===== src/rtl/conv_window_ctrl.sv =====
// conv_window_ctrl: walks a KxK window over a single-channel feature map in
// raster order, emitting tap addresses and the convolve-stage control strobes,
// and captures one saturated result per window with its output-map index.
// Optional build macro: CONV_CTRL_RELU_EN clamps negative results to zero
// before they are captured; timing is the same in both builds.
module conv_window_ctrl #(
  parameter int IMG_W     = 28,
  parameter int IMG_H     = 28,
  parameter int K         = 5,
  parameter int ADDR_W    = 10,
  parameter int WADDR_W   = 5,
  parameter int SAT_DELAY = 2
) (
  input  logic                     clk,
  input  logic                     reset,
  input  logic                     start,
  output logic                     busy,
  output logic                     done,
  output logic [ADDR_W-1:0]        sig_addr,
  output logic [WADDR_W-1:0]       wgt_addr,
  output logic                     rd_en,
  output logic                     clken,
  output logic                     s_convout,
  output logic                     en_sat,
  output logic                     en_mult_r,
  input  logic signed [7:0]        convout,
  output logic                     out_valid,
  output logic [ADDR_W-1:0]        out_addr,
  output logic signed [7:0]        out_data
);

  localparam int DATA_W = 8;
  localparam int OUT_W  = IMG_W - K + 1;
  localparam int OUT_H  = IMG_H - K + 1;
  localparam int NWIN   = OUT_W * OUT_H;
  localparam int KC_W   = $clog2(K + 1);
  localparam int OC_W   = $clog2(((OUT_W > OUT_H) ? OUT_W : OUT_H) + 1);

  localparam logic [KC_W-1:0]   K_LAST    = KC_W'(K - 1);
  localparam logic [OC_W-1:0]   OX_LAST   = OC_W'(OUT_W - 1);
  localparam logic [OC_W-1:0]   OY_LAST   = OC_W'(OUT_H - 1);
  localparam logic [ADDR_W-1:0] ROW_STEP  = ADDR_W'(IMG_W);
  // Moving from the last column of one output row to the first column of the
  // next advances the window origin by IMG_W - OUT_W + 1 = K pixels.
  localparam logic [ADDR_W-1:0] WRAP_STEP = ADDR_W'(K);
  localparam logic [ADDR_W-1:0] LAST_OUT  = ADDR_W'(NWIN - 1);

  typedef enum logic [1:0] {S_IDLE, S_RUN, S_DRAIN, S_DONE} state_t;

  state_t                    state_q, state_d;
  logic [KC_W-1:0]           kx_q, kx_d, ky_q, ky_d;
  logic [OC_W-1:0]           ox_q, ox_d, oy_q, oy_d;
  logic [ADDR_W-1:0]         win_base_q, win_base_d;
  logic [ADDR_W-1:0]         row_base_q, row_base_d;
  logic [ADDR_W-1:0]         sig_addr_q, sig_addr_d;
  logic [WADDR_W-1:0]        wgt_addr_q, wgt_addr_d;
  logic                      rd_en_q, rd_en_d;
  logic                      clken_q, clken_d;
  logic                      s_convout_q, s_convout_d;
  logic [SAT_DELAY-1:0]      sat_pipe_q, sat_pipe_d;
  logic                      out_valid_q, out_valid_d;
  logic [ADDR_W-1:0]         out_addr_q, out_addr_d;
  logic signed [DATA_W-1:0]  out_data_q, out_data_d;
  logic [ADDR_W-1:0]         win_cnt_q, win_cnt_d;
  logic                      busy_q, busy_d;
  logic                      done_q, done_d;

  logic tap_last;
  logic win_last;

  // Optional rectification of the captured result.
  function automatic logic signed [DATA_W-1:0] relu(input logic signed [DATA_W-1:0] x);
`ifdef CONV_CTRL_RELU_EN
    return (x < 0) ? '0 : x;
`else
    return x;
`endif
  endfunction

  assign tap_last = (kx_q == K_LAST) && (ky_q == K_LAST);
  assign win_last = (ox_q == OX_LAST) && (oy_q == OY_LAST);

  // Next-state logic: FSM, incremental address counters and strobe delay line.
  always_comb begin
    state_d     = state_q;
    kx_d        = kx_q;
    ky_d        = ky_q;
    ox_d        = ox_q;
    oy_d        = oy_q;
    win_base_d  = win_base_q;
    row_base_d  = row_base_q;
    sig_addr_d  = sig_addr_q;
    wgt_addr_d  = wgt_addr_q;
    rd_en_d     = rd_en_q;
    busy_d      = busy_q;
    done_d      = 1'b0;
    out_addr_d  = out_addr_q;
    out_data_d  = out_data_q;
    win_cnt_d   = win_cnt_q;

    // Stage 1: RAM data arrives one cycle after the read strobe.
    clken_d     = rd_en_q;
    s_convout_d = rd_en_q & tap_last;

    // Stage 2: convolve saturation latency.
    sat_pipe_d    = '0;
    sat_pipe_d[0] = s_convout_q;
    for (int i = 1; i < SAT_DELAY; i++) begin
      sat_pipe_d[i] = sat_pipe_q[i-1];
    end

    // Stage 3: convout is valid during the en_sat cycle; capture it.
    out_valid_d = en_sat;
    if (en_sat) begin
      out_data_d = relu(convout);
      out_addr_d = win_cnt_q;
      win_cnt_d  = win_cnt_q + 1'b1;
    end

    case (state_q)
      S_IDLE: begin
        if (start) begin
          state_d    = S_RUN;
          busy_d     = 1'b1;
          rd_en_d    = 1'b1;
          kx_d       = '0;
          ky_d       = '0;
          ox_d       = '0;
          oy_d       = '0;
          win_base_d = '0;
          row_base_d = '0;
          sig_addr_d = '0;
          wgt_addr_d = '0;
        end
      end
      S_RUN: begin
        if (kx_q != K_LAST) begin
          kx_d       = kx_q + 1'b1;
          sig_addr_d = sig_addr_q + 1'b1;
          wgt_addr_d = wgt_addr_q + 1'b1;
        end else if (ky_q != K_LAST) begin
          kx_d       = '0;
          ky_d       = ky_q + 1'b1;
          row_base_d = row_base_q + ROW_STEP;
          sig_addr_d = row_base_q + ROW_STEP;
          wgt_addr_d = wgt_addr_q + 1'b1;
        end else begin
          kx_d       = '0;
          ky_d       = '0;
          wgt_addr_d = '0;
          if (win_last) begin
            state_d    = S_DRAIN;
            rd_en_d    = 1'b0;
            ox_d       = '0;
            oy_d       = '0;
            win_base_d = '0;
            row_base_d = '0;
            sig_addr_d = '0;
          end else if (ox_q != OX_LAST) begin
            ox_d       = ox_q + 1'b1;
            win_base_d = win_base_q + 1'b1;
            row_base_d = win_base_q + 1'b1;
            sig_addr_d = win_base_q + 1'b1;
          end else begin
            ox_d       = '0;
            oy_d       = oy_q + 1'b1;
            win_base_d = win_base_q + WRAP_STEP;
            row_base_d = win_base_q + WRAP_STEP;
            sig_addr_d = win_base_q + WRAP_STEP;
          end
        end
      end
      S_DRAIN: begin
        if (out_valid_q && (out_addr_q == LAST_OUT)) begin
          state_d = S_DONE;
          done_d  = 1'b1;
        end
      end
      S_DONE: begin
        state_d   = S_IDLE;
        busy_d    = 1'b0;
        win_cnt_d = '0;
      end
      default: state_d = S_IDLE;
    endcase
  end

  // State register; reset discards everything in flight.
  always_ff @(posedge clk) begin
    if (reset) begin
      state_q     <= S_IDLE;
      kx_q        <= '0;
      ky_q        <= '0;
      ox_q        <= '0;
      oy_q        <= '0;
      win_base_q  <= '0;
      row_base_q  <= '0;
      sig_addr_q  <= '0;
      wgt_addr_q  <= '0;
      rd_en_q     <= 1'b0;
      clken_q     <= 1'b0;
      s_convout_q <= 1'b0;
      sat_pipe_q  <= '0;
      out_valid_q <= 1'b0;
      out_addr_q  <= '0;
      out_data_q  <= '0;
      win_cnt_q   <= '0;
      busy_q      <= 1'b0;
      done_q      <= 1'b0;
    end else begin
      state_q     <= state_d;
      kx_q        <= kx_d;
      ky_q        <= ky_d;
      ox_q        <= ox_d;
      oy_q        <= oy_d;
      win_base_q  <= win_base_d;
      row_base_q  <= row_base_d;
      sig_addr_q  <= sig_addr_d;
      wgt_addr_q  <= wgt_addr_d;
      rd_en_q     <= rd_en_d;
      clken_q     <= clken_d;
      s_convout_q <= s_convout_d;
      sat_pipe_q  <= sat_pipe_d;
      out_valid_q <= out_valid_d;
      out_addr_q  <= out_addr_d;
      out_data_q  <= out_data_d;
      win_cnt_q   <= win_cnt_d;
      busy_q      <= busy_d;
      done_q      <= done_d;
    end
  end

  assign busy      = busy_q;
  assign en_mult_r = busy_q;
  assign done      = done_q;
  assign sig_addr  = sig_addr_q;
  assign wgt_addr  = wgt_addr_q;
  assign rd_en     = rd_en_q;
  assign clken     = clken_q;
  assign s_convout = s_convout_q;
  assign en_sat    = sat_pipe_q[SAT_DELAY-1];
  assign out_valid = out_valid_q;
  assign out_addr  = out_addr_q;
  assign out_data  = out_data_q;

endmodule


===== config.mk =====
export PLATFORM = sky130hd
export DESIGN_NAME = conv_window_ctrl
export DESIGN_NICKNAME = d
export VERILOG_FILES = /design/src/rtl/conv_window_ctrl.sv
export SDC_FILE = /design/constraint.sdc
export NUM_CORES = 1
export LEC_CHECK = 0
export CAP_MARGIN = 20
export CELL_PAD_IN_SITES_DETAIL_PLACEMENT = 2
export CELL_PAD_IN_SITES_GLOBAL_PLACEMENT = 2
export CORE_ASPECT_RATIO = 1.2
export CORE_MARGIN = 10
export CORE_UTILIZATION = 37
export CTS_CLUSTER_SIZE = 10
export DETAILED_ROUTE_END_ITERATION = 12
export PLACE_DENSITY = 0.88
export REMOVE_ABC_BUFFERS = 1
export SLEW_MARGIN = 0
export SYNTH_ARGS = -nofsm -noshare
export SYNTH_HDL_FRONTEND = slang
export SYNTH_SLANG_ARGS = --single-unit

===== constraint.sdc =====
create_clock -name clk -period 3.8 [get_ports clk]
set_input_delay 0.76 -clock clk [delete_from_list [all_inputs] [get_ports clk]]
set_output_delay 0.76 -clock clk [all_outputs]
set_load 0.01 [all_outputs]

# After elaboration in Yosys (flattened, before gate mapping)
# Index checks and enable logic that the tools add are counted.
[word_totals] out_inout_bits=41 elab_cells=107 in_bits=11 register_bits=89
[classes] eq_ne=17 n_bitwise=2 n_addsub=10 muxes=44 n_reduce_logical=15
[ops] operator="10-bit two-way mux" count=8
[ops] operator="10-bit case mux with 2 select lines" count=3
[ops] operator="5-bit two-way mux" count=11
[ops] operator="10-bit by 1-bit adder with 10-bit output (second input constant)" count=3
[ops] operator="5-bit case mux with 2 select lines" count=3
[ops] operator="5-bit by 1-bit adder with 5-bit output (second input constant)" count=3
[ops] operator="5-bit AND reduction" count=3
[ops] operator="3-bit two-way mux" count=4
[ops] operator="3-bit case mux with 2 select lines" count=2
[ops] operator="10-bit by 3-bit adder with 10-bit output (second input constant)" count=1
[ops] operator="10-bit by 5-bit adder with 10-bit output (second input constant)" count=1
[ops] operator="10-bit == test (second input constant)" count=1
[ops] operator="5-bit == test (second input constant)" count=2
[ops] operator="2-bit two-way mux" count=5
[ops] operator="2-bit inequality test (second input constant)" count=5
[ops] operator="3-bit inequality test (second input constant)" count=3
[ops] operator="2-bit case mux with 4 select lines" count=1
[ops] operator="3-bit by 1-bit adder with 3-bit output (second input constant)" count=2
[ops] operator="3-bit == test (second input constant)" count=2
[ops] operator="1-bit two-way mux" count=5
[ops] operator="5-bit inequality test (second input constant)" count=1
[ops] operator="2-bit == test (second input constant)" count=2
[ops] operator="1-bit case mux with 2 select lines" count=2
[ops] operator="2-bit AND reduction" count=2
[ops] operator="9 further kinds" count=13

# Depth between registers and ports, before layout
[logic_depth] word_depth=6 mapped_depth=9 mapped_depth_nobuf=8

# Least setup slack after synthesis
# OpenSTA, ideal clock, no wires.
[synth_timing] path_kind="reg-to-reg" startpoint="register ox_q[0]" endpoint="register sig_addr_q[7] (netlist: sig_addr[7])" setup_time_ns=0.145 arrival_ns=2.031 period_less_slack_ns=2.176 stages_incl_launch_ff=10 required_ns=3.655 n_path_buf=1 slack_ns=1.624 path_cell_list="dfxtp_1 ha_1 nand4b_4 clkinv_4 ha_1 a31oi_1 clkbuf_1 nor3_1 o211ai_1 o311ai_0"
[synth_between] elab_chain_cells=6 elab_cells_between_ends=8 cone_classes="eq/ne: 2; mux: 5; reduce/logical: 1"
[synth_rtl] element="start, declared" line="52" rtl="logic [OC_W-1:0] ox_q, ox_d, oy_q, oy_d;"
[synth_rtl] element="start signal, assigned" line="194" rtl="ox_q <= '0;"
[synth_rtl] element="start signal, assigned" line="214" rtl="ox_q <= ox_d;"
[synth_rtl] element="5-bit inequality test or 5-bit == test (tied branches)" line="159, 81"
[synth_rtl] element="10-bit two-way mux or 1-bit logical AND (tied branches)" line="159, 81"
[synth_rtl] element="10-bit two-way mux (*)" line="151" rtl="if (win_last) begin"
[synth_rtl] element="10-bit two-way mux (*)" line="141" rtl="end else if (ky_q != K_LAST) begin"
[synth_rtl] element="10-bit two-way mux (*)" line="137" rtl="if (kx_q != K_LAST) begin"
[synth_rtl] element="10-bit case mux with 2 select lines (*)" line="120" rtl="case (state_q)"
[synth_rtl] element="end signal, assigned" line="218" rtl="sig_addr_q <= sig_addr_d;"
[synth_rtl] element="end, declared" line="55" rtl="logic [ADDR_W-1:0] sig_addr_q, sig_addr_d;"
# Every way passes the cells marked *; elsewhere a longest branch is shown, timed or not.
# A chain may end at the register's enable or synchronous reset.

# Final worst setup path
# Same ends and word-level chain as after synthesis.

==> results summary <==
The total area inside the core boundary comes to 11700 sq um. The via count of the first global-routing pass is 4631. The proportion of power drawn by flip-flops and latches came out at 39.3%. Once routing completed, OpenROAD measured the worst setup slack at 0.950 ns.

The async set-reset flop share out of synthesis is 0%. Traced cell by cell, the critical path runs through ha_1 > nand4b_4 > clkinv_4 > ha_1 > a31oi_1 > buf_4 > nor3_1 > o211ai_1 > o311ai_0. The static leakage came out at 1.87 nW. The delay of the slowest critical-path stage came out at 0.50 ns.

The worst hold path begins at sat_pipe_q[0]. The detailed-routing iteration count for the pre-antenna-repair pass came out at 5. After clock tree synthesis, the flow added hold-fix buffers numbering 0. The total placed cells including tap cells came out at 699. In the synthesized netlist the dominant register cell turns out to be sky130_fd_sc_hd__dfxtp_1. The most used cell along the critical path is sky130_fd_sc_hd__ha_1. The setup slack at placement is 0.982 ns. The height of the die is 140 microns. Once the floorplan was initialized, standard cells occupied 38.3% of the core. The tree is rooted in a sky130_fd_sc_hd__clkbuf_16. The tool flagged a number of max-cap violations equal to 0. The average footprint of a synthesized cell came out at 8.72 sq um. For this run, design rule violations remaining after detail routing come to 0. The flip-flop and latch count after synthesis is 89. The total length of routed wires came out at 16.3 mm. For this design the top-level I/O count stands at 52.

The combinational cell fraction of total power came out at 25.7%. The x dimension of the die came out at 120 microns. The number of buffers between clock root and the deepest sink is 2. Across the VDD grid, the largest voltage drop is 0.000221 V. The setup clock skew after layout is 0.0116 ns. The detailed-route via count is 4254. The pin slew with the least headroom to its limit is 0.917 ns.

The clock net in this run drives a total of 89 sinks. The number of filler instances in the final layout is 1270. After synthesis, the netlist uses 66 different library cells. The via density per instance is 5.95.

The number of warnings printed during yosys synthesis came out at 0. Entering global routing, the biggest net connects 30 pins. The max-slew violation count is 0.

Hold is met by 0.470 ns. The required time of the critical path is 4.00 ns. The total net switching power is 0.920 mW. The number of levels the H-tree was split into is 3. The cell family contributing the most delay on the critical path is compound AO/OA/AOI/OAI gates.

In this run the tightest slew margin relative to its limit is 38.6%. The starting DRC count in detailed routing came out at 305. Global routing finished with a remaining overflow of 0. The signed area change from the synthesized netlist to the final layout is 21.2%. The run finished with clean final reports. The largest individual stage delay along the critical path comes from the cell sky130_fd_sc_hd__a31oi_1. The launching instance or port of the critical path is ox_q[0].

The arrival time at the worst endpoint is 3.05 ns. The setup violation total in the final timing report is 0. The global-route usage over all layers is 19.6%. The number of nets in the layout came out at 580.

After clock tree synthesis, the clock-pin slew on the worst setup and hold paths is 0.07 ns. After clock tree synthesis, the repair step resized 0 gates. The post-layout minimum cycle time came out at 2.85 ns. The non-filler instance count after layout is 715. Routability-driven placement finished with a final weighted congestion of 0.791. The final sum of negative setup slack came out at 0 ns. The clock latency on the worst-skew pair is 0.36 ns.

Dividing total power by cell area gives a power density of 488 nW/um^2. Of the synthesized area, sequential elements account for 39.9%. The gate count after technology mapping is 512. The internal portion of the total power is 1.72 mW. The number of buffers created by CTS is 9. The final number of hold-violating endpoints came out at 0. The share of layout cells above drive strength 1 came out at 7.17%. The sum of buffers and inverters on the critical path came out at 2. The launch instance of the worst register-to-register path is ox_q[0]. The die outline area came out at 16900 sq um. TritonCTS built the clock tree. The part of the total power dissipated in the clock network is 35.0%. Along the worst path, the maximum fanout reaches 9. The start-to-end type of the worst setup path is reg2reg.

The min-delay analysis places its worst path in the category reg2reg. The summed instance area of the synthesized netlist is 4470 sq um. Setup repair after global routing left no endpoint under its margin. Summed over all nets, the half-perimeter wirelength after detailed placement is 11.0 mm. The initial antenna violation count is 0. The highest attainable clock frequency came out at 351 MHz. The type of element launching the critical path is a flop. The number of core rows came out at 43.

The count of flip-flops with a built-in enable after synthesis came out at 0. The element type at the critical path end is a flop. Dividing the detail-routed wire length by the instance count gives 22.8 microns. The count of antenna diodes in the layout is 0. The number of setup buffers added after CTS is 0. The switching power as a share of total power came out at 34.8%. In this run the remaining antenna-violating nets after routing total 0.

The final critical-path share of the clock period is 75.0%. The count of buffers inserted at the top-level ports came out at 51. The first global-routing pass estimated 26.7 mm of wire. At the end of the flow the core is filled with cells to 46.4%.
[power by group through the flow]
stage	combinational [mW]	sequential (mW)	clock, mW
floorplan	0.375	1.05	0
global placement	0.612	1.05	0
detailed placement	0.648	1.06	0
CTS	0.683	1.04	0.934
global route	0.741	1.05	0.980
finish	0.679	1.04	0.925
[placed cells by master (no fill, tap or decap), drive strengths merged, types with 4 or more instances in the layout]
| master | instances |
|---|---|
| ha | 16 |
| nand4b | 5 |
| nand2b | 7 |
| and3 | 6 |
| a21oi | 26 |
| nor2 | 47 |
| nand4 | 9 |
| a41oi | 4 |
| o31a | 4 |
| nand3b | 6 |
| xor2 | 8 |
| and2 | 4 |
| nand3 | 24 |
| clkdlybuf4s50 | 50 |
| inv | 17 |
| a21o | 4 |
| o311ai | 4 |
| dfxtp | 89 |
| o21ai | 15 |
| o211ai | 10 |
| mux2i | 23 |
| buf | 10 |
| a31oi | 16 |
| clkbuf | 9 |
| o31ai | 8 |
| nor3 | 15 |
| nor2b | 7 |
| nor4 | 7 |
| nand2 | 40 |
| xnor2 | 11 |
[final cells by class]
type                            instances  area (sq um)  share of cell area, %
Multi-Input combinational cell        376          2490                   46.0
Inverter                               17          68.8                   1.27
Clock buffer                            9           225                   4.16
Tap cell                              157           196                   3.63
Timing Repair Buffer                   60           573                   10.6
Clock inverter                          7          78.8                   1.46
Sequential cell                        89          1780                   32.9
[Yosys cell counts (8+ instances only)]
library cell               number  area (sq um)
sky130_fd_sc_hd__o21ai_0       15          75.1
sky130_fd_sc_hd__nor3_1        15          75.1
sky130_fd_sc_hd__clkbuf_1      15          56.3
sky130_fd_sc_hd__xnor2_1       11          96.3
sky130_fd_sc_hd__dfxtp_1       89          1780
sky130_fd_sc_hd__a31oi_1       16           100
sky130_fd_sc_hd__inv_1         15          56.3
sky130_fd_sc_hd__nand4_1        8          50.1
sky130_fd_sc_hd__a21oi_1       25           125
sky130_fd_sc_hd__nand3_1       24           120
sky130_fd_sc_hd__buf_2         11          55.1
sky130_fd_sc_hd__o31ai_1        8          60.1
sky130_fd_sc_hd__mux2i_1       23           230
sky130_fd_sc_hd__xor2_1         8          70.1
sky130_fd_sc_hd__nand2_1       40           150
sky130_fd_sc_hd__ha_1          16           200
sky130_fd_sc_hd__o211ai_1      10          75.1
sky130_fd_sc_hd__nor2_1        47           176
[cell families (layout without fill, tap and decap cells)]
group / after synthesis / after routing / synth area share [%]
buffers and inverters: 47 / 93 / 4.45
flip-flops: 89 / 89 / 39.9
XOR/XNOR: 19 / 19 / 3.73
AO/OA/AOI/OAI: 126 / 126 / 19.9
multiplexers: 24 / 24 / 5.41
AND/OR/NAND/NOR: 191 / 191 / 22.2
adder cells (fa/ha/maj): 16 / 16 / 4.48
[worst paths after layout]
kind	to	slack (ns)	cells after the start
worst max-delay path	sig_addr[7]	0.95	9
worst min-delay path	sat_pipe_q[1]	0.47	1
worst max register to register	sig_addr[7]	0.95	9
worst min register to register	sat_pipe_q[1]	0.47	1
[worst reg2reg max path: cells and delay by family (launching register included)]
| family | cells | cell delay [ns] |
|---|---|---|
| flops | 1 | 0.41 |
| buf+inv | 2 | 0.41 |
| fa+ha+maj | 2 | 0.56 |
| simple gates | 2 | 0.28 |
| compound gates | 3 | 1.05 |
[metal layers]
layer  share of wire (%)  vias to the layer above  global-route usage (%)  wire, microns
met2                  54                      100                    36.3           8740
met3                 4.1                       24                    4.02            662
met1                  40                     2153                    21.7           6570
met4                 1.8                        0                    6.30            295
li1                    -                     1977                       -              -
met5                   0                        -                       0              0
[state kept, by name, summed over array words and instances (netlist names), 3 cells and up]
| signal | flops |
|---|---|
| kx_q | 3 |
| ky_q | 3 |
| out_addr | 10 |
| out_data | 8 |
| ox_q | 5 |
| oy_q | 5 |
| row_base_q | 10 |
| sig_addr | 10 |
| wgt_addr | 5 |
| win_base_q | 10 |
| win_cnt_q | 10 |
[metrics by stage]
step	area, sq um	power, mW
5_1_grt	5420	2.77
3_5_place_dp	5110	1.71
2_1_floorplan	4340	1.43
6_report	5420	2.64
3_3_place_gp	5110	1.66
4_1_cts	5420	2.66
Power figures use the tool's default switching activity.
